$ cat config.mk
export PLATFORM = sky130hd
export DESIGN_NAME = fde_sequencer
export DESIGN_NICKNAME = d
export VERILOG_FILES = /design/src/rtl/fde_pkg.sv /design/src/rtl/fde_pc_counter.sv /design/src/rtl/fde_sequencer.sv
export SDC_FILE = /design/constraint.sdc
export NUM_CORES = 1
export LEC_CHECK = 0
export BUFFER_PORTS_ARGS = -buffer_cell sky130_fd_sc_hd__clkbuf_2
export CORE_UTILIZATION = 45
export CTS_CLUSTER_DIAMETER = 80
export CTS_CLUSTER_SIZE = 30
export DETAILED_ROUTE_END_ITERATION = 10
export MAX_ROUTING_LAYER = met4
export PLACE_DENSITY_LB_ADDON = 0.1
export SKIP_LAST_GASP = 1
export SLEW_MARGIN = 20
export SYNTH_ARGS = -nofsm -noshare
export SYNTH_HDL_FRONTEND = slang
export SYNTH_SLANG_ARGS = --single-unit
$ cat constraint.sdc
create_clock -name clk -period 1.6 [get_ports clk]
set_input_delay 0.16 -clock clk [delete_from_list [all_inputs] [get_ports clk]]
set_output_delay 0.16 -clock clk [all_outputs]
set_load 0.005 [all_outputs]
$ cat src/rtl/fde_pkg.sv
// Shared types and constants for the miniCPU fetch/decode/execute sequencer.
// Holds the state encoding, the instruction field layout and the NOP decode rule.
package fde_pkg;

  localparam int INSTR_W  = 16;
  localparam int OP_MSB   = 15;
  localparam int OP_LSB   = 12;
  localparam int SRC1_MSB = 11;
  localparam int SRC1_LSB = 8;
  localparam int SRC2_MSB = 7;
  localparam int SRC2_LSB = 4;
  localparam int DST_MSB  = 3;
  localparam int DST_LSB  = 0;

  localparam logic [3:0] DEFAULT_HALT_OPCODE = 4'hF;

  typedef enum logic [2:0] {
    IDLE,
    FETCH,
    DECODE,
    EXECUTE,
    WRITEBACK,
    HALT,
    PAUSE
  } state_t;

  // Opcodes with the top bit set are NOPs, except the one reserved for HALT.
  function automatic logic is_nop_op(input logic [3:0] op, input logic [3:0] halt_op);
    return op[3] && (op != halt_op);
  endfunction

endpackage

$ cat src/rtl/fde_pc_counter.sv
// Program counter: W-bit up-counter with synchronous clear and increment enable.
// Clear has priority over increment; wraps silently at 2^W.
module fde_pc_counter #(
  parameter int W = 8
) (
  input  logic         clk,
  input  logic         reset,
  input  logic         clr,
  input  logic         inc,
  output logic [W-1:0] cnt
);

  always_ff @(posedge clk or posedge reset) begin
    if (reset) begin
      cnt <= '0;
    end else if (clr) begin
      cnt <= '0;
    end else if (inc) begin
      cnt <= cnt + W'(1);
    end
  end

endmodule

$ cat src/rtl/fde_sequencer.sv
// miniCPU fetch/decode/execute sequencer: req/ack instruction fetch, field split, write strobe.
// Optional single-step mode (pause after each instruction) is enabled by FDE_SINGLE_STEP_EN.
module fde_sequencer
  import fde_pkg::*;
#(
  parameter int         PC_W        = 8,
  parameter logic [3:0] HALT_OPCODE = DEFAULT_HALT_OPCODE
) (
  input  logic               clk,
  input  logic               reset,
  input  logic               start,
`ifdef FDE_SINGLE_STEP_EN
  input  logic               step,
`endif
  output logic               imem_req,
  output logic [PC_W-1:0]    imem_addr,
  input  logic               imem_ack,
  input  logic [INSTR_W-1:0] imem_data,
  output logic [3:0]         opcode,
  output logic [3:0]         srcadd_1,
  output logic [3:0]         srcadd_2,
  output logic [3:0]         dstadd,
  output logic               write_en,
  output logic               busy,
  output logic               halted,
  output logic [7:0]         retire_cnt
);

`ifdef FDE_SINGLE_STEP_EN
  localparam state_t RESUME = PAUSE;
`else
  localparam state_t RESUME = FETCH;
`endif

  state_t             state, state_nxt;
  logic [INSTR_W-1:0] ir;
  logic [7:0]         retire_q;
  logic               pc_clr, pc_inc, ir_load, retire_inc;
  logic [3:0]         ir_op;

  assign ir_op = ir[OP_MSB:OP_LSB];

  fde_pc_counter #(.W(PC_W)) u_pc (
    .clk   (clk),
    .reset (reset),
    .clr   (pc_clr),
    .inc   (pc_inc),
    .cnt   (imem_addr)
  );

  always_ff @(posedge clk or posedge reset) begin
    if (reset) begin
      state    <= IDLE;
      ir       <= '0;
      retire_q <= '0;
    end else begin
      state <= state_nxt;
      if (ir_load) ir <= imem_data;
      if (pc_clr) retire_q <= '0;
      else if (retire_inc) retire_q <= retire_q + 8'd1;
    end
  end

  always_comb begin
    state_nxt  = state;
    pc_clr     = 1'b0;
    pc_inc     = 1'b0;
    ir_load    = 1'b0;
    retire_inc = 1'b0;
    case (state)
      IDLE, HALT: begin
        if (start) begin
          state_nxt = FETCH;
          pc_clr    = 1'b1;
        end
      end
      FETCH: begin
        // Address stays on pc until the ack; pc advances in the same edge that loads IR.
        if (imem_ack) begin
          state_nxt = DECODE;
          ir_load   = 1'b1;
          pc_inc    = 1'b1;
        end
      end
      DECODE: begin
        if (ir_op == HALT_OPCODE) state_nxt = HALT;
        else if (is_nop_op(ir_op, HALT_OPCODE)) state_nxt = RESUME;
        else state_nxt = EXECUTE;
      end
      EXECUTE: state_nxt = WRITEBACK;
      WRITEBACK: begin
        retire_inc = 1'b1;
        state_nxt  = RESUME;
      end
`ifdef FDE_SINGLE_STEP_EN
      PAUSE: begin
        if (step) state_nxt = FETCH;
      end
`endif
      default: state_nxt = IDLE;
    endcase
  end

  assign imem_req   = (state == FETCH);
  assign write_en   = (state == WRITEBACK);
  assign halted     = (state == HALT);
  assign busy       = (state == FETCH) || (state == DECODE) || (state == EXECUTE) ||
                      (state == WRITEBACK) || (state == PAUSE);
  assign opcode     = ir[OP_MSB:OP_LSB];
  assign srcadd_1   = ir[SRC1_MSB:SRC1_LSB];
  assign srcadd_2   = ir[SRC2_MSB:SRC2_LSB];
  assign dstadd     = ir[DST_MSB:DST_LSB];
  assign retire_cnt = retire_q;

endmodule
==> results.ini <==
[cts]
h-tree-depth = 2
insertion_delay_ns = 0.33
cts_made_buffers = 5
clk_pin_slew_ns = 0.10
cts_sinks = 35
cts_max_path_buffers = 2
tritoncts = yes
root_buffer = clkbuf_4

[drt]
ant_nets = 0
avgRoutedWirePerCell_um = 12.55
routed_wl_um = 3653
route.detailed.drc = 0
vias_per_cell = 5.206
dr.pass1.iters = 4
num_vias = 1515
drtIter0Drc = 85

[sta]
relSlewSlack_pct = 70.91
fmax_mhz = 661.1
report.final.slew_viol_count = 0
post-route-min-period_ns = 1.513
setup_viol = 0
fin_crit_sh_pct = 94.55
rsz0062_at_grt = no
holdWs_ns = 0.01989
max_slew.worst_pin.slew_ns = 0.4364
fin_skew_ns = 0.007583
fin_setup_tns_ns = 0
hold_viol = 0

[global_routing]
grt-busiest-layer = met2
grt_use_met1_pct = 26.14
grt_pass1_wl_um = 6368
grt_overflow = 0
grt_max_degree = 36
use_met2_pct = 35.71
grtUsageTotal_pct = 21.71
grt_pass1_vias = 1454
grt_antenna_before_repair = 0
grt_util_met3_pct = 6.066

[layout]
utilization_pct = 62.20
finalNetCount = 266
drive_above_1_share_pct = 31.43
area_growth_pct = 29.62
diodes = 0

[yosys]
synth_fp_nets = 199
synth-seq-cells = 35
synth_cell_types = 30
synth_area_um2 = 1639
syn_inst = 177
synth.largest_area_cell = dfrtp_1
synth_area_per_cell_um2 = 9.260
yosys_warnings = 0
yosysSeqAreaShare_pct = 53.44
yosysTopAreaCellShare_pct = 53.44
synth.area.top_cells = dfrtp_1, nand2_1, a21oi_1, mux2i_1, o21ai_0

[die]
die-area_um2 = 3888
die_w_um = 62.35
die_h_um = 62.35
io_pins = 56
std_cell_rows = 21
core-area_um2 = 3416
start_util_pct = 47.99

[setup_path]
rr_worst_depth = 4
required_ns = 1.82
reg2reg_to = retire_cnt[6]
path_class = flip-flop to flip-flop
crit_path_end_kind = flip-flop
worst-endpoint-arrival_ns = 1.73
r2r_start = state[1]
crit_path_max_fanout = 15
start_kind = flip-flop
r2r_slack_ns = 0.09

[hold_path]
min_from = imem_data[10]
min_path_cells = 3
worstHoldPathType = input pin to flip-flop
hold_end = ir[10]

[pwr]
peakVddDrop_mv = 0.7977
leakage_nw = 1.095
p_per_area_nw_per_um2 = 1487

[placed_design]
post-dp-hpwl_um = 2579
port_buffers = 55
gp_congestion = 0.8144

[job]
drv_cap = 0

[outcome]
status = complete, no violations

[Yosys cell counts (all sizes together)]
library cell  number
o22a               1
inv                3
o32ai              2
buf                5
a21oi             10
nand2b             2
xor2               1
o31ai              2
nand3              4
ha                 2
nor2               9
and4bb             1
mux2i              5
clkbuf             4
o21bai             2
nor4               3
nand4bb            3
nand2             58
o31a               1
nor3               2
nor4bb             1
or4                2
and3b              1
nor3b              2
xnor2              3
a41oi              1
or3                4
dfrtp             35
o21ai              8
[per-stage QoR]
step / total power, W / cells / worst slack, ns / area [µm²]
after CTS: 0.003136 / 287 / 0.02108 / 2083
after floorplan: 0.002081 / 177 / 0.2110 / 1639
after global placement: 0.002586 / 277 / 0.1332 / 2007
after global routing: 0.003461 / 291 / 0.003345 / 2125
final: 0.003160 / 291 / 0.08726 / 2125
after detailed placement: 0.002663 / 277 / 0.08769 / 2007
[placed cells by master (no fill, tap or decap), drive strengths merged]
master	netlist	routed
xor2	1	1
or4	2	2
buf	5	11
and4bb	1	1
dlygate4sd3	0	3
o21ai	8	8
nor2	9	9
nand2	58	58
nand3	4	4
ha	2	2
nor4bb	1	1
o22a	1	1
nand4bb	3	3
nand2b	2	2
clkbuf	4	62
inv	3	3
and3b	1	1
dfrtp	35	35
clkinv	0	1
o31ai	2	2
a41oi	1	1
o32ai	2	2
nor4	3	3
o31a	1	1
nor3b	2	2
xnor2	3	3
a21oi	10	10
or3	4	4
mux2i	5	5
nor3	2	2
o21bai	2	2
[how the worst max path moves through the flow]
stage	from	to	slack [ns]	cells past startpoint
2_1_floorplan	state[2]	u_pc.cnt[5]	0.21	4
3_3_place_gp	state[1]	retire_cnt[6]	0.13	4
3_5_place_dp	state[0]	u_pc.cnt[0]	0.09	5
4_1_cts	state[0]	imem_req	0.02	3
5_1_grt	state[0]	imem_req	0.003	3
6_report	state[1]	retire_cnt[6]	0.09	4
[cell type report]
class / instances / area (µm²)
Sequential cell: 35 / 877.1
Timing Repair Buffer: 69 / 387.9
Clock inverter: 1 / 5.005
Tap cell: 46 / 57.56
Clock buffer: 7 / 45.04
Inverter: 3 / 11.26
Multi-Input combinational cell: 130 / 740.7
Fill cell: 301 / 1291
[logic make-up after synthesis]
family          synth area share [%]
xor+xnor                       2.138
compound gates                 10.00
flops                          53.44
fa+ha+maj                      1.526
simple gates                   26.72
buf+inv                        3.129
mux                            3.054
[flip-flops by register name, summed over array words and instances (netlist names)]
| signal | count |
|---|---|
| retire_cnt | 8 |
| u_pc.cnt | 8 |
| state | 3 |
| ir | 16 |
[what timing repair did]
action,4_1_cts,5_1_grt
endpoints found under the hold margin,36,1
hold buffers,2,1
setup buffers,0,3
pin swaps,0,1
endpoints found under the setup margin,1,16
gates resized for setup,1,2
[critical path, stage by stage, from the launching register on]
cell	delay [ns]
dfrtp_1	0.39
buf_4	0.19
nand4bb_1	0.29
o31a_1	0.35
o22a_1	0.19
[per-layer routing]
metal / vias to the layer above / wire [µm]
met1: 728 / 1577
met2: 47 / 1863
met4: 0 / 18
met5: - / 0
met3: 2 / 194
li1: 738 / -
[where the power goes]
part	total [W]	leakage [nW]	switching [W]	internal, W
logic	0.00136	0.606	0.000734	0.000629
registers	0.00135	0.459	0.000197	0.00115
clock network	0.000449	0.0293	0.000278	0.000171
total	0.00316	1.09	0.00121	0.00195
(Power assumes the default switching activity.)
